[src/rtl/gcm_job_ctrl_if.sv]
// Request, core and response signal bundle for gcm_job_ctrl.
// slave:  the job controller itself.
// master: the environment, which holds the requesters, the core and the response sink.
interface gcm_job_ctrl_if;
    logic [1:0]   i_req_valid;
    logic [1:0]   o_req_ready;
    logic [0:479] i_req0_sw;
    logic [0:479] i_req1_sw;

    logic         o_core_new_instance;
    logic [0:95]  o_core_iv;
    logic [0:127] o_core_plain_text;
    logic [0:127] o_core_key;
    logic [0:127] o_core_aad;
    logic         i_core_cp_ready;
    logic [0:127] i_core_cipher_text;
    logic         i_core_tag_ready;
    logic [0:127] i_core_tag;

    logic         o_rsp_valid;
    logic         i_rsp_ready;
    logic         o_rsp_id;
    logic [0:127] o_rsp_cipher_text;
    logic [0:127] o_rsp_tag;
    logic         o_rsp_timeout;
    logic         o_busy;

    modport slave (
        input  i_req_valid, i_req0_sw, i_req1_sw,
        input  i_core_cp_ready, i_core_cipher_text, i_core_tag_ready, i_core_tag,
        input  i_rsp_ready,
        output o_req_ready,
        output o_core_new_instance, o_core_iv, o_core_plain_text, o_core_key, o_core_aad,
        output o_rsp_valid, o_rsp_id, o_rsp_cipher_text, o_rsp_tag, o_rsp_timeout,
        output o_busy
    );

    modport master (
        output i_req_valid, i_req0_sw, i_req1_sw,
        output i_core_cp_ready, i_core_cipher_text, i_core_tag_ready, i_core_tag,
        output i_rsp_ready,
        input  o_req_ready,
        input  o_core_new_instance, o_core_iv, o_core_plain_text, o_core_key, o_core_aad,
        input  o_rsp_valid, o_rsp_id, o_rsp_cipher_text, o_rsp_tag, o_rsp_timeout,
        input  o_busy
    );
endinterface

[src/rtl/gcm_job_ctrl.sv]
// gcm_job_ctrl: two-requester round-robin job controller in front of a gcm_aes core.
// A granted job is registered onto the core inputs, started with a new-instance
// pulse, and its ciphertext/tag are returned on a valid/ready response channel.
//
// state    | meaning
// ---------+-----------------------------------------------------------
// IDLE     | arbitrate requesters, register payload of the winner
// LOAD     | new-instance pulse high for NEW_PULSE_CYCLES cycles
// WAIT_CT  | wait for ciphertext; a tag arriving with it is taken too
// WAIT_TAG | ciphertext held, wait for tag
// RESP     | response valid, fields held until accepted
module gcm_job_ctrl #(
    parameter int TIMEOUT_CYCLES   = 1024,
    parameter int NEW_PULSE_CYCLES = 1
) (
    input logic           clk,
    input logic           i_reset_n,
    gcm_job_ctrl_if.slave bus
);
    typedef enum logic [2:0] {
        ST_IDLE     = 3'd0,
        ST_LOAD     = 3'd1,
        ST_WAIT_CT  = 3'd2,
        ST_WAIT_TAG = 3'd3,
        ST_RESP     = 3'd4
    } state_t;

    localparam logic [15:0] TO_LAST    = 16'(TIMEOUT_CYCLES - 1);
    localparam logic [3:0]  PULSE_LAST = 4'(NEW_PULSE_CYCLES - 1);

    state_t       state_q, state_d;
    logic         last_grant_q;
    logic         rsp_id_q;
    logic [3:0]   pulse_cnt_q;
    logic [15:0]  to_cnt_q;
    logic [0:95]  iv_q;
    logic [0:127] pt_q;
    logic [0:127] key_q;
    logic [0:127] aad_q;
    logic [0:127] ct_q;
    logic [0:127] tag_q;
    logic         timeout_q;

    logic [1:0]   grant;
    logic         grant_id;
    logic         accept;
    logic         cap_ct;
    logic         cap_tag;
    logic         set_to;
    logic         expire;
    logic [0:479] win_sw;

    assign expire = (to_cnt_q == TO_LAST);
    assign win_sw = grant_id ? bus.i_req1_sw : bus.i_req0_sw;

    // Arbitration, next state and capture strobes
    always_comb begin
        state_d  = state_q;
        grant    = 2'b00;
        grant_id = 1'b0;
        accept   = 1'b0;
        cap_ct   = 1'b0;
        cap_tag  = 1'b0;
        set_to   = 1'b0;
        case (state_q)
            ST_IDLE: begin
                case (bus.i_req_valid)
                    2'b01: begin
                        grant    = 2'b01;
                        grant_id = 1'b0;
                    end
                    2'b10: begin
                        grant    = 2'b10;
                        grant_id = 1'b1;
                    end
                    2'b11: begin
                        grant_id = ~last_grant_q;
                        grant    = last_grant_q ? 2'b01 : 2'b10;
                    end
                    default: begin
                        grant    = 2'b00;
                        grant_id = 1'b0;
                    end
                endcase
                if (grant != 2'b00) begin
                    accept  = 1'b1;
                    state_d = ST_LOAD;
                end
            end
            ST_LOAD: begin
                if (pulse_cnt_q == 4'd0) begin
                    state_d = ST_WAIT_CT;
                end
            end
            ST_WAIT_CT: begin
                // a finished job beats an expiry landing on the same cycle
                if (bus.i_core_cp_ready && bus.i_core_tag_ready) begin
                    cap_ct  = 1'b1;
                    cap_tag = 1'b1;
                    state_d = ST_RESP;
                end else if (expire) begin
                    set_to  = 1'b1;
                    state_d = ST_RESP;
                end else if (bus.i_core_cp_ready) begin
                    cap_ct  = 1'b1;
                    state_d = ST_WAIT_TAG;
                end
            end
            ST_WAIT_TAG: begin
                if (bus.i_core_tag_ready) begin
                    cap_tag = 1'b1;
                    state_d = ST_RESP;
                end else if (expire) begin
                    set_to  = 1'b1;
                    state_d = ST_RESP;
                end
            end
            ST_RESP: begin
                if (bus.i_rsp_ready) begin
                    state_d = ST_IDLE;
                end
            end
            default: begin
                state_d = ST_IDLE;
            end
        endcase
    end

    // State, round-robin pointer and the pulse/timeout counters
    always_ff @(posedge clk or negedge i_reset_n) begin
        if (!i_reset_n) begin
            state_q      <= ST_IDLE;
            last_grant_q <= 1'b1;
            rsp_id_q     <= 1'b0;
            pulse_cnt_q  <= 4'd0;
            to_cnt_q     <= 16'd0;
        end else begin
            state_q <= state_d;
            if (accept) begin
                last_grant_q <= grant_id;
                rsp_id_q     <= grant_id;
                pulse_cnt_q  <= PULSE_LAST;
            end else if (state_q == ST_LOAD && pulse_cnt_q != 4'd0) begin
                pulse_cnt_q <= pulse_cnt_q - 4'd1;
            end
            if (state_q == ST_LOAD) begin
                to_cnt_q <= 16'd0;
            end else if (state_q == ST_WAIT_CT || state_q == ST_WAIT_TAG) begin
                to_cnt_q <= to_cnt_q + 16'd1;
            end
        end
    end

    // Core input registers and response capture
    always_ff @(posedge clk or negedge i_reset_n) begin
        if (!i_reset_n) begin
            iv_q      <= '0;
            pt_q      <= '0;
            key_q     <= '0;
            aad_q     <= '0;
            ct_q      <= '0;
            tag_q     <= '0;
            timeout_q <= 1'b0;
        end else if (accept) begin
            iv_q      <= win_sw[0   +: 96];
            pt_q      <= win_sw[96  +: 128];
            key_q     <= win_sw[224 +: 128];
            aad_q     <= win_sw[352 +: 128];
            ct_q      <= '0;
            tag_q     <= '0;
            timeout_q <= 1'b0;
        end else if (set_to) begin
            // an aborted job never returns partial results
            ct_q      <= '0;
            tag_q     <= '0;
            timeout_q <= 1'b1;
        end else begin
            if (cap_ct) begin
                ct_q <= bus.i_core_cipher_text;
            end
            if (cap_tag) begin
                tag_q <= bus.i_core_tag;
            end
        end
    end

    // ready is forced low while reset is held so no grant is seen during reset
    assign bus.o_req_ready         = grant & {2{i_reset_n}};
    assign bus.o_core_new_instance = (state_q == ST_LOAD);
    assign bus.o_core_iv           = iv_q;
    assign bus.o_core_plain_text   = pt_q;
    assign bus.o_core_key          = key_q;
    assign bus.o_core_aad          = aad_q;
    assign bus.o_rsp_valid         = (state_q == ST_RESP);
    assign bus.o_rsp_id            = rsp_id_q;
    assign bus.o_rsp_cipher_text   = ct_q;
    assign bus.o_rsp_tag           = tag_q;
    assign bus.o_rsp_timeout       = timeout_q;
    assign bus.o_busy              = (state_q != ST_IDLE);
endmodule

[src/flat_wrapper.sv]
// flat-port wrapper written by rule: the top's interface ports become plain ports
module gcm_job_ctrl_flat 
#(
    parameter int TIMEOUT_CYCLES   = 1024,
    parameter int NEW_PULSE_CYCLES = 1
)
  (clk, i_reset_n, bus_i_req_valid, bus_i_req0_sw, bus_i_req1_sw, bus_i_core_cp_ready, bus_i_core_cipher_text, bus_i_core_tag_ready, bus_i_core_tag, bus_i_rsp_ready, bus_o_req_ready, bus_o_core_new_instance, bus_o_core_iv, bus_o_core_plain_text, bus_o_core_key, bus_o_core_aad, bus_o_rsp_valid, bus_o_rsp_id, bus_o_rsp_cipher_text, bus_o_rsp_tag, bus_o_rsp_timeout, bus_o_busy);
  gcm_job_ctrl_if bus_i ();
  input logic clk;
  input logic i_reset_n;
  input wire logic [$bits(bus_i.i_req_valid)-1:0] bus_i_req_valid;
  input wire logic [$bits(bus_i.i_req0_sw)-1:0] bus_i_req0_sw;
  input wire logic [$bits(bus_i.i_req1_sw)-1:0] bus_i_req1_sw;
  input wire logic [$bits(bus_i.i_core_cp_ready)-1:0] bus_i_core_cp_ready;
  input wire logic [$bits(bus_i.i_core_cipher_text)-1:0] bus_i_core_cipher_text;
  input wire logic [$bits(bus_i.i_core_tag_ready)-1:0] bus_i_core_tag_ready;
  input wire logic [$bits(bus_i.i_core_tag)-1:0] bus_i_core_tag;
  input wire logic [$bits(bus_i.i_rsp_ready)-1:0] bus_i_rsp_ready;
  output wire logic [$bits(bus_i.o_req_ready)-1:0] bus_o_req_ready;
  output wire logic [$bits(bus_i.o_core_new_instance)-1:0] bus_o_core_new_instance;
  output wire logic [$bits(bus_i.o_core_iv)-1:0] bus_o_core_iv;
  output wire logic [$bits(bus_i.o_core_plain_text)-1:0] bus_o_core_plain_text;
  output wire logic [$bits(bus_i.o_core_key)-1:0] bus_o_core_key;
  output wire logic [$bits(bus_i.o_core_aad)-1:0] bus_o_core_aad;
  output wire logic [$bits(bus_i.o_rsp_valid)-1:0] bus_o_rsp_valid;
  output wire logic [$bits(bus_i.o_rsp_id)-1:0] bus_o_rsp_id;
  output wire logic [$bits(bus_i.o_rsp_cipher_text)-1:0] bus_o_rsp_cipher_text;
  output wire logic [$bits(bus_i.o_rsp_tag)-1:0] bus_o_rsp_tag;
  output wire logic [$bits(bus_i.o_rsp_timeout)-1:0] bus_o_rsp_timeout;
  output wire logic [$bits(bus_i.o_busy)-1:0] bus_o_busy;
  assign bus_i.i_req_valid = bus_i_req_valid;
  assign bus_i.i_req0_sw = bus_i_req0_sw;
  assign bus_i.i_req1_sw = bus_i_req1_sw;
  assign bus_i.i_core_cp_ready = bus_i_core_cp_ready;
  assign bus_i.i_core_cipher_text = bus_i_core_cipher_text;
  assign bus_i.i_core_tag_ready = bus_i_core_tag_ready;
  assign bus_i.i_core_tag = bus_i_core_tag;
  assign bus_i.i_rsp_ready = bus_i_rsp_ready;
  assign bus_o_req_ready = bus_i.o_req_ready;
  assign bus_o_core_new_instance = bus_i.o_core_new_instance;
  assign bus_o_core_iv = bus_i.o_core_iv;
  assign bus_o_core_plain_text = bus_i.o_core_plain_text;
  assign bus_o_core_key = bus_i.o_core_key;
  assign bus_o_core_aad = bus_i.o_core_aad;
  assign bus_o_rsp_valid = bus_i.o_rsp_valid;
  assign bus_o_rsp_id = bus_i.o_rsp_id;
  assign bus_o_rsp_cipher_text = bus_i.o_rsp_cipher_text;
  assign bus_o_rsp_tag = bus_i.o_rsp_tag;
  assign bus_o_rsp_timeout = bus_i.o_rsp_timeout;
  assign bus_o_busy = bus_i.o_busy;
  gcm_job_ctrl #(.TIMEOUT_CYCLES(TIMEOUT_CYCLES), .NEW_PULSE_CYCLES(NEW_PULSE_CYCLES)) u_core (.clk(clk), .i_reset_n(i_reset_n), .bus(bus_i));
endmodule
[config.mk]
export PLATFORM = sky130hd
export DESIGN_NAME = gcm_job_ctrl_flat
export DESIGN_NICKNAME = d
export VERILOG_FILES = /design/src/rtl/gcm_job_ctrl_if.sv /design/src/rtl/gcm_job_ctrl.sv /design/src/flat_wrapper.sv
export SDC_FILE = /design/constraint.sdc
export NUM_CORES = 1
export LEC_CHECK = 0
export BUFFER_PORTS_ARGS = -buffer_cell sky130_fd_sc_hd__buf_2
export CAP_MARGIN = 25
export CORE_AREA = 2 2 765 767
export DETAILED_ROUTE_END_ITERATION = 6
export DIE_AREA = 0 0 767 769
export PLACE_DENSITY = 0.3
export SYNTH_ARGS = -nofsm -noshare
export SYNTH_HDL_FRONTEND = slang
export SYNTH_SLANG_ARGS = --single-unit
[constraint.sdc]
create_clock -name clk -period 1.9 [get_ports clk]
set_input_delay 0.095 -clock clk [delete_from_list [all_inputs] [get_ports clk]]
set_output_delay 0.095 -clock clk [all_outputs]
set_load 0.01 [all_outputs]
==> results.md, run 1 <==
- Status: finished with violations
- Failing checks: setup timing
- Final Max Tran Viols: 0
- Initial DRC Count: around 2.8k
- Hold Fails Final Rpt: 0
- Post-Route WL: roughly 440 mm
- Hold_ws: 0.0844 ns
- Yosys Warn Count: 0
- Power density over the cells: 1420 nW/um2
- Initial Utilization: 0.0568
- Via density: 2.97
- IO buf count: 1,965
- Max-cap violations: 0
- Detail Route Antenna Nets: 0
- Chip height: 769 um
- Final setup vio count: 737
- Share of the synthesized area in the top cell type: 0.578
- Final GP Congestion: approximately 0.94
- Cell taking the most area after synthesis: dfrtp_1
- Setup slack after layout: -0.400 ns
- Boundary Pins: slightly below 2k
- Highest clock rate: 435 MHz
- #FFs+latches synth: around 760
- Fin crit period: between 2 and 2.5 ns
- Worst-Skew Late Latency: 0.88 ns
- Syn Nets: around 4.6k
- Vias in the first global route: 47.3k
- Register area share after synthesis: 0.578
- Post-synth EDFFs: 0
- Placed inst area: 54,400 um2
- Global-route wire length before repair: about 540 mm
- Final worst-path cycle share: 1.21
- Nets@finish: 8,516
- Wire length per cell: 29.1 um
- Most frequent CP cell: buf_16
- Crit-path slowest cell: dfstp_2
- Largest net degree at the start of global routing: 83
- CTS root buf: clkbuf_16
- Maximum net fanout on the critical path: 7
- Share of cells above drive strength 1: 0.389
- Fin Clk Skew: 0.0449 ns
- Overall Power: ~110 mW
- CP Capture Type: flip-flop
- RSZ-0062 raised after global routing: true
- Clock Sinks: 762
- GR Overflow Total: 0
- Area growth, synth to finish: 144%
- Pre-CTS WS: -0.228 ns
- TritonCTS buffer count: 115
- WP data arrival: 3.05 ns
- Clock buffer depth: 4
- Yosys cell types: 54
- HPWL Detailed: ~370 mm
- Slew of the pin with the lowest slew margin: around 0.72 ns
- Post-Syn Instances: between 3k and 4k
- Vias: 45.3k
- Setup TNS: -133.05 ns
- Type of the tightest min-delay check: input pin to flip-flop
- Max incr delay on CP: 0.37 ns
- Main synth FF type: dfrtp_1
- Top post-synthesis cells by area: dfrtp_1 58%, o22ai_1 9.1%, nand2_1 8.6%, o21ai_0 6.6%, mux2i_1 4.0%
- CP Class: flip-flop to flip-flop
- Required time worst endpoint: 2.65 ns
- GRT Util Overall: 0.143
- Worst path cell trace: a21bo_4, buf_6, buf_4, buf_6, buf_16, buf_12, buf_16, buf_16, o22ai_1, o21ai_0
- Critical Path Start Type: flip-flop
- Commonest cells after routing, fill and taps aside: 1,954 x buf_2, 1,622 x dlygate4sd3_1, 758 x dfrtp_1
- # H-tree levels: 3
- Core Footprint: about 580,000 um2
- Clock-pin slew on the worst setup and hold paths: 0.06 ns
- Initial antenna violation count: 275
- Worst slew margin: 0.519
- Leakage: around 36 nW
- Synth async-reset ratio: 1.00
- Die W: approximately 770 um
- TritonCTS clock tree: built
- Syn avg cell area: 9.63 um2
- DRC Markers: 0
- Cell Area, Synth: 33,000 um2
- Max VDD drop: 0.718 mV
- FP Rows: 280
- Cell area after layout: 80,400 um2
- Die footprint: roughly 590,000 um2
- DRT Pass-1 Iters: 7
- Commonest non-fill, non-tap cell in the layout: buf_2
through the flow:
stage,std cells,util
5_1_grt,15189,0.138
2_1_floorplan,3422,-
3_5_place_dp,13126,0.0937
6_report,15237,0.138
3_3_place_gp,13126,0.0937
4_1_cts,15104,0.135
worst paths after layout:
kind,start,endpoint,slack [ns],cells past startpoint
worst max-delay path,u_core.last_grant_q,u_core.bus.o_core_plain_text[116],-0.40,10
worst min-delay path,bus_i_req0_sw[78],u_core.bus.o_core_aad[49],0.08,4
worst max register to register,u_core.last_grant_q,u_core.bus.o_core_plain_text[116],-0.40,10
worst min register to register,u_core.bus.o_core_iv[22],u_core.bus.o_core_iv[22],0.47,2
max in group asynchronous,i_reset_n,u_core.bus.o_core_plain_text[21],0.36,6
min in group asynchronous,i_reset_n,u_core.bus.o_core_iv[95],0.56,4
layout make-up:
cell class                      count  area, um2
Antenna cell                       97        243
Clock inverter                     55        616
Multi-Input combinational cell   2201      13400
Tap cell                         7755       9700
Timing Repair Buffer             4073      33600
Clock buffer                      156       3270
Inverter                          138        523
Fill cell                       66287     500000
Sequential cell                   762      19100
Yosys cell counts (2+ instances only):
cell / instances
or2_2: 2
o21ai_1: 58
buf_1: 7
nand3_1: 9
clkbuf_1: 150
inv_1: 138
nand4_1: 3
a211oi_1: 2
buf_2: 134
buf_4: 17
buf_6: 12
dfrtp_1: 761
a41oi_1: 2
o211ai_1: 134
a22o_1: 2
or3_1: 2
nor2_1: 11
or4_1: 4
nand2_1: 754
and4_1: 2
and3_1: 2
and2_1: 3
a21o_1: 2
nand2b_1: 2
mux2i_1: 133
nor2b_1: 2
nor3_1: 2
xnor2_1: 3
o21ai_0: 435
a21oi_1: 132
o22ai_1: 478
ha_1: 2
report_power, final:
part | switching (mW) | internal [mW] | total [mW]
clock | 9.73 | 13.2 | 22.9
combinational | 41.5 | 21.3 | 62.8
sequential | 4.70 | 23.7 | 28.4
critical path, delay by kind of cell (launching register included):
family,cells,cell delay [ns]
buf+inv,7,1.02
compound gates,3,0.66
flops,1,0.37
what timing repair did:
item,in CTS,in global routing
gates resized for setup,386,331
gates cloned,65,21
setup endpoints to repair,636,755
endpoints found under the hold margin,1506,0
hold buffers,1623,0
buffers inserted,82,39
pin swaps,48,72
registers in the layout, summed over array words and instances, names as in the netlist:
register and cells:
u_core.bus.o_core_aad 128, u_core.to_cnt_q 16, u_core.bus.o_core_key 128, u_core.bus.o_rsp_tag 128, u_core.bus.o_rsp_id 1, u_core.pulse_cnt_q 4
u_core.last_grant_q 1, u_core.bus.o_rsp_cipher_text 128, u_core.bus.o_core_iv 96, u_core.state_q 3, u_core.bus.o_rsp_timeout 1, u_core.bus.o_core_plain_text 128
per-layer routing:
metal  up-vias  GRT usage  part of all wire
li1      20066          -                 -
met1     22132      0.168              0.40
met2      2364      0.211              0.42
met3       697     0.0813              0.13
met4        66     0.0603             0.051
met5         -  0.0000812            0.0010
cells by family (layout without fill, tap and decap cells):
family,count (synthesis),count (layout),synth area share
other,0,97,0
xor gates and xnor gates,4,4,0.00106
AOI/OAI and AO/OA,1253,1253,0.220
and+or+nand+nor,809,809,0.0968
DFF,762,762,0.578
buffers and inverters,459,4422,0.0621
adders and majority gates,2,2,0.000759
muxes,133,133,0.0404
Power figures use the tool's default switching activity.
==> inputs of run 2 (changes only) <==
--- a/config.mk
+++ b/config.mk
@@ -5,11 +5,12 @@
 export SDC_FILE = /design/constraint.sdc
 export NUM_CORES = 1
 export LEC_CHECK = 0
+export ABC_AREA = 1
 export BUFFER_PORTS_ARGS = -buffer_cell sky130_fd_sc_hd__buf_2
 export CAP_MARGIN = 25
-export CORE_AREA = 2 2 765 767
+export CORE_AREA = 2 2 770 772
 export DETAILED_ROUTE_END_ITERATION = 6
-export DIE_AREA = 0 0 767 769
+export DIE_AREA = 0 0 772 774
 export PLACE_DENSITY = 0.3
 export SYNTH_ARGS = -nofsm -noshare
 export SYNTH_HDL_FRONTEND = slang
==> results.md, run 2 <==
- Final GP Congestion: 1.02
- Worst path cell trace: inv_2, nand2_4, nor2_4, buf_12, nand2_8, buf_12, buf_16, nor2_4, buf_6
- Yosys cell types: 38
- Cell taking the most area after synthesis: dfrtp_1
- GR Overflow Total: 0
- Maximum net fanout on the critical path: 2
- Synth Area in XOR/XNOR: 0.000262
- Highest clock rate: 403 MHz
- Initial Utilization: 0.0568
- TritonCTS buffer count: 111
- Initial DRC Count: between 3k and 4k
- Largest net degree at the start of global routing: 101
- GR Layer Usage met2: 0.223
- Wire length per cell: 27.7 um
- Global route hottest layer: met2
- IO buf count: 1,965
- Initial antenna violation count: 185
- Worst-Skew Late Latency: slightly below 0.9 ns
- Commonest non-fill, non-tap cell in the layout: buf_2
- Main synth FF type: dfrtp_1
- HPWL Detailed: 364 mm
- Global-route wire length before repair: 546 mm
- Post-Route WL: between 400 and 500 mm
- Overall Power: about 120 mW
- FP Rows: 282
- Top cells by count, synth: 924 x nand2_1, 761 x dfrtp_1, 645 x o21ai_1
- Core Footprint: between 500,000 and 600,000 um2
- Compound-cell area share of the yosys netlist: 0.167
- Top post-synthesis cells by area: dfrtp_1 57%, nand2_1 10%, o21ai_1 9.7%, nor2_1 5.6%, o21ai_0 4.9%
- Power density over the cells: 1520 nW/um2
- Simple-Gate Fraction of Synth Area: 0.209
- Count leader, synth: nand2_1
- CP delay by family, top: buffers and inverters
- Register area share after synthesis: 0.570
- DRT Pass-1 Iters: 5
- Final Max Tran Viols: 0
- GRT Util Overall: 0.140
- # fillers: 67.7k
- Failing checks: setup timing
- Final setup vio count: 781
- Setup slack after layout: -0.581 ns
- Yosys Warn Count: 0
- Die footprint: 598,000 um2
- Area growth, synth to finish: 145%
- Worst slew margin: 0.509
- Cell Area, Synth: 33,400 um2
- Detail Route Antenna Nets: 0
- Nets@finish: 9,316
- Worst Path Buf+Inv: 5
- Die W: about 770 um
- Slew of the pin with the lowest slew margin: 0.736 ns
- # H-tree levels: 3
- Mux cell area share after synthesis: 0.000299
- Vias in the first global route: ~50k
- Leakage: around 37 nW
- Met3 Track Usage GR: 0.0566
- Clock-pin slew on the worst setup and hold paths: 0.06 ns
- Share of cells above drive strength 1: 0.349
- Setup TNS: -236.95 ns
- Max VDD drop: 0.744 mV
- RSZ-0062 raised after global routing: true
- CP Capture Type: output pin
- Hold Fails Final Rpt: 0
- Post-Syn Instances: 3,957
- #FFs+latches synth: approximately 760
- Type of the tightest min-delay check: input pin to flip-flop
- Max incr delay on CP: between 0.3 and 0.4 ns
- Share of the synthesized area in the top cell type: 0.569
- Critical Path Start Type: flip-flop
- Vias: 48.3k
- Status: finished with violations
- Via density: 3.01
- Commonest cells after routing, fill and taps aside: 1,950 x buf_2, 1,829 x dlygate4sd3_1, 863 x nand2_1
- TritonCTS clock tree: built
- Final worst-path cycle share: 1.31
- Chip height: 774 um
- Clock buffer depth: 4
- WP data arrival: 2.39 ns
- DRC Markers: 0
- Max-cap violations: 0
- CTS root buf: clkbuf_16
- Combinational family with the most area after synthesis: simple AND/OR/NAND/NOR gates
- Synth async-reset ratio: 1.00
- Clock Sinks: 762
- CP Class: flip-flop to output pin
- Boundary Pins: 1,966
- Met1 Usage GRT: 0.166
- Adder-cell share of the synthesized area: 0.000748
- Crit-path slowest cell: dfrtp_1
- Syn Nets: 5,182
- Required time worst endpoint: 1.80 ns
- Fin crit period: 2.48 ns
- Syn avg cell area: 8.45 um2
- Fin Clk Skew: 0.0476 ns
- Post-synth EDFFs: 0
==> run 2: worst paths after layout <==
| check | cells after the start | startpoint | endpoint | slack (ns) |
|---|---|---|---|---|
| worst max register to register | 14 | u_core.state_q[1] | u_core.bus.o_core_iv[70] | -0.47 |
| worst min-delay path | 4 | bus_i_req1_sw[170] | u_core.bus.o_core_key[85] | 0.10 |
| min in group asynchronous | 3 | i_reset_n | u_core.bus.o_rsp_tag[114] | 0.40 |
| worst max-delay path | 9 | u_core.state_q[1] | bus_o_req_ready[1] | -0.58 |
| worst min register to register | 2 | u_core.last_grant_q | u_core.last_grant_q | 0.49 |
| max in group asynchronous | 5 | i_reset_n | u_core.bus.o_rsp_cipher_text[71] | -0.02 |
==> run 2: stage by stage <==
stage                     utilization  hold WS, ns  setup WS, ns  cells  instance area, um2
after global placement         0.0940      -0.0856        -0.561  13787               55300
after floorplan                     -       -0.201         0.223   3957               33400
after CTS                       0.136     0.000233        -0.764  15921               80100
final                           0.139        0.101        -0.581  16044               81900
after global routing            0.139       0.0418        -0.725  16021               81900
after detailed placement       0.0940      -0.0870        -0.600  13787               55300
==> run 2: cell families (layout without fill, tap and decap cells) <==
group / Yosys count / after routing
and+or+nand+nor: 1730 / 1730
xor gates and xnor gates: 1 / 1
DFF: 762 / 762
other: 0 / 63
buffers and inverters: 348 / 4562
adders and majority gates: 2 / 2
muxes: 1 / 1
AOI/OAI and AO/OA: 1113 / 1113
==> run 2: power breakdown <==
part / leakage, nW / switching [mW] / internal, mW
combinational: 25.3 / 46.3 / 26.1
clock: 1.78 / 9.43 / 12.8
sequential: 9.68 / 5.64 / 23.9
==> run 2: layout make-up <==
cell class,count,area [um2],area share
timing repair inverter,2,27.5,0.000336
sequential,762,19100,0.233
clock buffer,155,3090,0.0378
tap,7810,9770,0.119
multi-input combinational,2847,13400,0.163
timing repair buffer,4331,35700,0.436
antenna,63,158,0.00192
clock inverter,38,557,0.00680
inverter,36,206,0.00252
==> run 2: repair_timing <==
item                                     CTS  global route
cloned                                    46            32
gates resized for setup                  250           208
endpoints found under the hold margin   1502             0
pin swaps                                 39            19
endpoints found under the setup margin   785           864
hold buffers                            1829             0
buffers inserted                          67            33
==> run 2: worst register-to-register path, cell delays in order, from the launching register on <==
cell and delay, ns:
dfrtp_1 0.39, buf_4 0.14, buf_6 0.12, nor2_4 0.13, nand2_4 0.07, buf_6 0.12
nor2_8 0.12, buf_12 0.15, clkinv_16 0.08, buf_12 0.13, buf_16 0.15, buf_16 0.34
buf_12 0.17, nand2_1 0.05, o21ai_1 0.06
==> run 2: routing by layer <==
layer  up-vias  routed length, um
met2      2323             197000
met5         -                362
met3       555              45100
met4        56              21900
met1     23801             180000
li1      21584                  -
